$ cat config.mk
export PLATFORM = sky130hd
export DESIGN_NAME = mr_pctr_ctrl
export DESIGN_NICKNAME = d
export VERILOG_FILES = /design/src/rtl/mr_pctr_ctrl.sv
export SDC_FILE = /design/constraint.sdc
export NUM_CORES = 1
export LEC_CHECK = 0
export ABC_AREA = 0
export BUFFER_PORTS_ARGS = -buffer_cell sky130_fd_sc_hd__clkbuf_2
export CAP_MARGIN = 20
export CORE_ASPECT_RATIO = 0.5
export CORE_MARGIN = 1.5
export CORE_UTILIZATION = 40
export CTS_CLUSTER_SIZE = 12
export DETAILED_ROUTE_END_ITERATION = 10
export PLACE_DENSITY = 0.73
export SYNTH_ARGS = -nofsm -noshare
export SYNTH_HDL_FRONTEND = slang
export SYNTH_SLANG_ARGS = --single-unit
$ cat constraint.sdc
create_clock -name clk -period 2.74 [get_ports clk]
set_clock_uncertainty 0.2 [all_clocks]
set_input_delay 0.274 -clock clk [delete_from_list [all_inputs] [get_ports clk]]
set_output_delay 0.274 -clock clk [all_outputs]
set_load 0.05 [all_outputs]
$ cat src/rtl/mr_pctr_ctrl.sv
// APB control front-end for a performance-counter bank: enable/window/freeze
// control, sticky status with interrupt, and one-wait-state counter readback.
module mr_pctr_ctrl #(
    parameter int NUM_CTRS = 64
) (
    input  logic        clk,
    input  logic        reset,
    input  logic        psel,
    input  logic        penable,
    input  logic        pwrite,
    input  logic [11:0] paddr,
    input  logic [31:0] pwdata,
    output logic [31:0] prdata,
    output logic        pready,
    output logic        ctr_en,
    output logic        ctr_clr,
    input  logic        ctr_sat,
    output logic        ctr_rd_req,
    output logic [6:0]  ctr_rd_idx,
    input  logic [31:0] ctr_rd_data,
    output logic        irq
);

    typedef enum logic {
        S_IDLE,
        S_RD_WAIT
    } state_t;

    localparam logic [11:0] CTR_BASE = 12'h100;
    localparam logic [9:0]  CTR_LAST = 10'(NUM_CTRS);

    state_t      state, state_nxt;
    logic        fos, irq_en, sat_stop, win_done;
    logic [31:0] window, wrem;
    logic [6:0]  idx_q;
    logic [11:0] ctr_off;
    logic [31:0] reg_rd;
    logic        is_ctr, access, wr_en, rd_start;
    logic        ctrl_wr, status_wr, window_wr;
    logic        en_rise, expire, sat_hit, en_nxt, wrem_load;

    // Counter i lives at CTR_BASE + 4*i; i == NUM_CTRS is the cycle counter.
    assign ctr_off = paddr - CTR_BASE;
    assign is_ctr  = (paddr >= CTR_BASE) && (ctr_off[1:0] == 2'b00) &&
                     (ctr_off[11:2] <= CTR_LAST);

    // Gating with reset keeps pready/prdata/ctr_rd_req at idle values while reset is held.
    assign access    = reset & psel & penable;
    assign wr_en     = access & pwrite & (state == S_IDLE);
    assign ctrl_wr   = wr_en && (paddr == 12'h000);
    assign status_wr = wr_en && (paddr == 12'h004);
    assign window_wr = wr_en && (paddr == 12'h008);

    assign expire    = ctr_en && (window != 32'd0) && (wrem == 32'd1);
    assign sat_hit   = ctr_en && fos && ctr_sat;
    assign en_rise   = ctrl_wr && !ctr_en && pwdata[0];
    assign wrem_load = (ctrl_wr && pwdata[8]) || en_rise;

    assign irq = irq_en & (sat_stop | win_done);

    always_comb begin
        reg_rd = 32'd0;
        case (paddr)
            12'h000: reg_rd = {29'd0, irq_en, fos, ctr_en};
            12'h004: reg_rd = {29'd0, win_done, sat_stop, ctr_en};
            12'h008: reg_rd = window;
            12'h00C: reg_rd = wrem;
            default: reg_rd = 32'd0;
        endcase
    end

    always_comb begin
        state_nxt  = state;
        rd_start   = 1'b0;
        pready     = 1'b1;
        prdata     = 32'd0;
        ctr_rd_req = 1'b0;
        ctr_rd_idx = idx_q;
        case (state)
            S_IDLE: begin
                if (access && !pwrite) begin
                    if (is_ctr) begin
                        rd_start   = 1'b1;
                        ctr_rd_req = 1'b1;
                        ctr_rd_idx = ctr_off[8:2];
                        pready     = 1'b0;
                        state_nxt  = S_RD_WAIT;
                    end else begin
                        prdata = reg_rd;
                    end
                end
            end
            S_RD_WAIT: begin
                prdata    = ctr_rd_data;
                state_nxt = S_IDLE;
            end
            default: state_nxt = S_IDLE;
        endcase
    end

    // Hardware stop (expiry or saturation freeze) overrides a same-cycle EN write.
    always_comb begin
        en_nxt = ctr_en;
        if (ctrl_wr)
            en_nxt = pwdata[0];
        if (expire || sat_hit)
            en_nxt = 1'b0;
    end

    always_ff @(posedge clk or negedge reset) begin
        if (!reset) begin
            state    <= S_IDLE;
            idx_q    <= 7'd0;
            ctr_en   <= 1'b0;
            ctr_clr  <= 1'b0;
            fos      <= 1'b0;
            irq_en   <= 1'b0;
            sat_stop <= 1'b0;
            win_done <= 1'b0;
            window   <= 32'd0;
            wrem     <= 32'd0;
        end else begin
            state   <= state_nxt;
            ctr_en  <= en_nxt;
            ctr_clr <= ctrl_wr & pwdata[8];
            if (rd_start)
                idx_q <= ctr_off[8:2];
            if (ctrl_wr) begin
                fos    <= pwdata[1];
                irq_en <= pwdata[2];
            end
            if (window_wr)
                window <= pwdata;
            if (wrem_load)
                wrem <= window;
            else if (expire)
                wrem <= 32'd0;
            else if (ctr_en && (window != 32'd0) && (wrem != 32'd0))
                wrem <= wrem - 32'd1;
            // Sticky status: a hardware set beats a same-cycle write-one-to-clear.
            if (sat_hit)
                sat_stop <= 1'b1;
            else if (status_wr && pwdata[1])
                sat_stop <= 1'b0;
            if (expire)
                win_done <= 1'b1;
            else if (status_wr && pwdata[2])
                win_done <= 1'b0;
        end
    end

endmodule

* Yosys cells after proc, flatten, opt, wreduce, memory -nomap -nowiden
Cells that the tools add are included.
Word-level totals: flip-flop bits (word level) 78, word-level logic and storage cells 77
Operators by class: add/sub/neg operators 2, $lt $le $gt $ge 2, equal/unequal tests 4, mux-type cells 23, bitwise operators 8, reductions and logical operators 28
Operator list (count):
- 2-to-1 mux 32 bit | 5
- case mux 32 bit (4 select lines) | 1
- case mux 32 bit (2 select lines) | 1
- nonzero test 32 bit | 2
- == test 32 x 1 -> 1 bit (second input constant) | 1
- subtractor 32 x 1 -> 32 bit (second input constant) | 1
- == test 12 x 4 -> 1 bit (second input constant) | 2
- 2-to-1 mux 7 bit | 3
- logical AND 1 bit | 16
- == test 12 x 3 -> 1 bit (second input constant) | 1
- >= comparator 12 x 9 -> 1 bit (second input constant) | 1
- logical NOT 12 bit | 1
- 2-to-1 mux 1 bit | 12
- subtractor 12 x 9 -> 12 bit (second input constant) | 1
- less-or-equal comparator 10 x 7 -> 1 bit (second input constant) | 1
- bitwise AND 1 bit | 6
- nonzero test 2 bit | 3
- nonzero test 3 bit | 1
- logical NOT 1 bit | 2
- logical NOT 2 bit | 1
- logical OR 1 bit | 2
- case mux 1 bit (2 select lines) | 1
- NOT 1 bit | 1
- bitwise OR 1 bit | 1

* Longest topological paths before layout
depth in word-level cells 9, depth in mapped cells 9, mapped depth without buffers 8

* Least setup slack after synthesis
Ideal clock, no wire load.
path type input port to output port, start in paddr[8], end out prdata[21], arrival time 2.929 ns, required time 2.266 ns, path slack -0.663 ns, stages 7, buffers on the path 2, cells stage by stage or4_4 -> nor4_2 -> and3_1 -> buf_4 -> buf_2 -> a22oi_1 -> o21ai_0
Between the ends: word-level cells in the longest chain between the ends 6, elaborated cells between the ends (all ways) 13, classes of those cells add/sub (1); order compare (2); eq/ne (3); mux (4); reduce/logical (3)
RTL lines:
- start: declaration | line 11 | input logic [11:0] paddr,
- subtractor 12 x 9 -> 12 bit / >= comparator 12 x 9 -> 1 bit (equally long branches) | line 43, 44
- less-or-equal comparator 10 x 7 -> 1 bit / logical AND 1 bit (equally long branches) | line 45, 44
- logical AND 1 bit | line 44 | assign is_ctr = (paddr >= CTR_BASE) && (ctr_off[1:0] == 2'b00) &&
- 2-to-1 mux 32 bit * | line 82 | if (is_ctr) begin
- 2-to-1 mux 32 bit * | line 81 | if (access && !pwrite) begin
- case mux 32 bit (2 select lines) * | line 79 | case (state)
- end: declaration | line 13 | output logic [31:0] prdata,
Every way passes the cells marked *; elsewhere a longest branch is shown, timed or not.

* Final worst setup path
start in paddr[8], end out prdata[3]
Same word-level chain as after synthesis.

==> run summary <==
Worst path cell trace - clkbuf_2 > or4_4 > nor3_4 > buf_4 > and3_1 > buf_12 > a22oi_1 > o21ai_2 > clkbuf_2
Share of layout cells above drive strength 1 - 40.5%
Post-synth ARST share - 100%
XOR/XNOR share of the synthesized area - 5.31%
Cell with the most instances after synthesis - nand2_1
Avg Vias per Cell - 5.48
Crit path max-delay family - simple AND/OR/NAND/NOR gates
WL/cell - 16.8 um
Fin util - 61.9%
DR DRC count - 0
Design area - 0.00688 mm2
IR drop worst, VDD - 0.296 mV
Pwr Density - 397 mW/mm2
Ys flop type - dfrtp_1
I/O Pins - 126
Worst setup EP type - output pin
Max-cap violation count - 0
Yosys warns - 0
Largest net degree at the start of global routing - 42
Grt total ovfl - 0
Clock root cell - clkbuf_16
Crit Path Class - input port to output pin
Crit path required time - 2.27 ns
CTS H-tree lvls - 3
Fin. Hold Viols - 0
Sequential area share after synthesis - 42.3%
DR vias - 4,502
Cell taking the most area after synthesis - dfrtp_1
Die Wd - 155 um
Actual slew at the worst max-slew pin - 0.531 ns
Min Tclk post-route - 2.71 ns
CP Buf/Inv Count - 4
Largest family of logic cells by synthesized area - simple AND/OR/NAND/NOR gates
RSZ-0062 raised after global routing - yes
GRT Overall Usage - 23.4%
Crit-path max FO - 30
Mux contribution to synthesized area - 10.9%
Starting density of the core - 41.6%
Full die area - 0.0122 mm2
Mean post-synth cell area - 9.46 um2
Vias in the first global route - 4,426
Initial antenna violation count - 0
Clk Latency, worst-skew pair - 0.34 ns
Number of synthesized flops with an enable pin - 0
Final net count - 755
GP Congestion - 0.846
Slowest-stage cell, CP - or4_4
Setup bufs post-CTS - 0
Num CTS Buffers - 9
Placed Area - 0.00616 mm2
Post-Synth Adder-Cell Area - 0.542%
Layout fillers - 869
DP HPWL - 9720 um
Fin cells - 821
Port Buffers - 125
DRT antenna net count - 0
Crit path arrival time - 2.24 ns
List of most frequent post-synthesis cells - 79 x nand2_1, 78 x dfrtp_1, 64 x o21ai_0, 40 x mux2_2, 30 x a22oi_1
Startpoint types - input port
WL final - 13,800 um
Clock Tree Buf Depth - 2
Hold Path Class - input port to register
DR pass1 iterations - 4
Worst Slack Setup Final - 0.0267 ns
Mapped cell area - 0.00462 mm2
Synth Instances - 488
Area grow syn2layout - 48.9%
Global-route wire length before repair - 22,400 um
Yosys reg bits - 78
Final period util - 99.0%
Synth top area share - 42.3%
Clock sink count - 78
Antenna fix cells - 0
# rows - 27
Reg clk slew, reported paths - 0.06 ns
DP Cell Count - 773
Final Max Slew Viols - 0
Peak Freq - 369 MHz
Unique cell type count in the Yosys netlist - 55
Compound-Gate Fraction of Synth Area - 15.6%
Rel. slew slack - 64.1%
Syn_nets - 572
Crit-path max cell delay - 0.58 ns
Pre-CTS WS - -0.0192 ns
CP most frequent cell - clkbuf_2
Core area - 0.0111 mm2
Static Leak - 2.88 nW
Post-Synth Simple-Gate Area - 21.7%
Status - finished clean
Final setup fails - 0
Chip Height - 79.0 um
CTS tree - done
Largest cells by area after synthesis - dfrtp_1 42%, mux2_2 9.8%, o21ai_0 6.9%
Iter 0 DRT Violations - 327
==> cell usage in the layout, fill, tap and decap left out, types with 3 or more instances in the layout <==
cell type       n
mux2_2         40
nor2_1         10
nor4_1         17
nor4_4          4
nand3_1         5
or3_1          12
dfrtp_1        78
xnor2_1        27
nand4_1         3
a22oi_1        30
o21ai_4         9
buf_4          44
nand2_1        78
inv_1           9
or4_1           6
nor3_1         19
clkbuf_2       90
clkbuf_16       9
o21ai_0        32
dlygate4sd3_1  32
o21ai_2        23
buf_2           3
and3_1          3
bufinv_16       3
o21ai_1         9
buf_12         24
clkbuf_4        8
==> routing by layer <==
metal  up-vias  part of all wire [%]  global-route usage, %
met3        18                   6.1                   4.91
met4         0                   1.6                   7.79
met5         -                     0                      0
met1      2187                    45                   31.1
met2       140                    47                   38.4
li1       2157                     -                      -
==> repair_timing <==
| action | in CTS | in global routing |
|---|---|---|
| endpoints found under the hold margin | 68 | 0 |
| pin swaps | 0 | 1 |
| setup endpoints to repair | 5 | 18 |
| gates resized for setup | 5 | 24 |
| hold buffers | 32 | 0 |
==> final timing paths <==
kind                               start          to  slack, ns  cells after the start
min in group asynchronous          reset  window[16]       0.43                      3
worst max-delay path            paddr[8]   prdata[3]       0.03                      9
worst min-delay path            paddr[5]    idx_q[3]       0.01                      2
worst max register to register   wrem[7]    wrem[23]       0.10                      6
worst min register to register  idx_q[1]    idx_q[1]       0.27                      2
max in group asynchronous          reset   window[0]       0.96                      4
==> power by group <==
part | internal, mW | switching, mW | total (mW)
sequential | 1.16 | 0.00208 | 1.16
combinational | 0.0911 | 0.0814 | 0.172
clock | 0.940 | 0.459 | 1.40
total | 2.19 | 0.542 | 2.73
==> registers in the layout (all words and copies together) (netlist names) <==
register	cells
fos	1
idx_q	7
window	32
state	1
wrem	32
ctr_en	1
sat_stop	1
irq_en	1
ctr_clr	1
win_done	1
==> layout make-up <==
cell class	count	area [um2]	share of cell area (%)
timing repair buffer	201	1660	24.1
inverter	9	33.8	0.491
clock inverter	3	90.1	1.31
sequential	78	1950	28.4
clock buffer	13	260	3.78
multi-input combinational	372	2700	39.3
tap	145	181	2.64
==> worst register-to-register path: stages, from the launching register on <==
cell,delay [ns]
dfrtp_1,0.41
or4_4,0.59
or2_1,0.30
or3_4,0.43
o41a_1,0.43
nor2_1,0.11
a21oi_1,0.05
==> cell families after synthesis <==
group / Yosys count
AND/OR/NAND/NOR: 183
flip-flops: 78
XOR/XNOR: 28
adder cells (fa/ha/maj): 2
multiplexers: 43
buffers and inverters: 38
AO/OA/AOI/OAI: 116
==> through the flow <==
step | power, mW | TNS [ns] | hold slack, ns
finish | 2.73 | 0 | 0.0109
global route | 2.80 | -0.0423 | 0.0171
CTS | 2.74 | 0 | 0.00551
detailed placement | 1.31 | -0.0322 | 0.221
global placement | 1.31 | 0 | 0.216
floorplan | 1.21 | -0.497 | -0.222
Power figures use the tool's default switching activity.
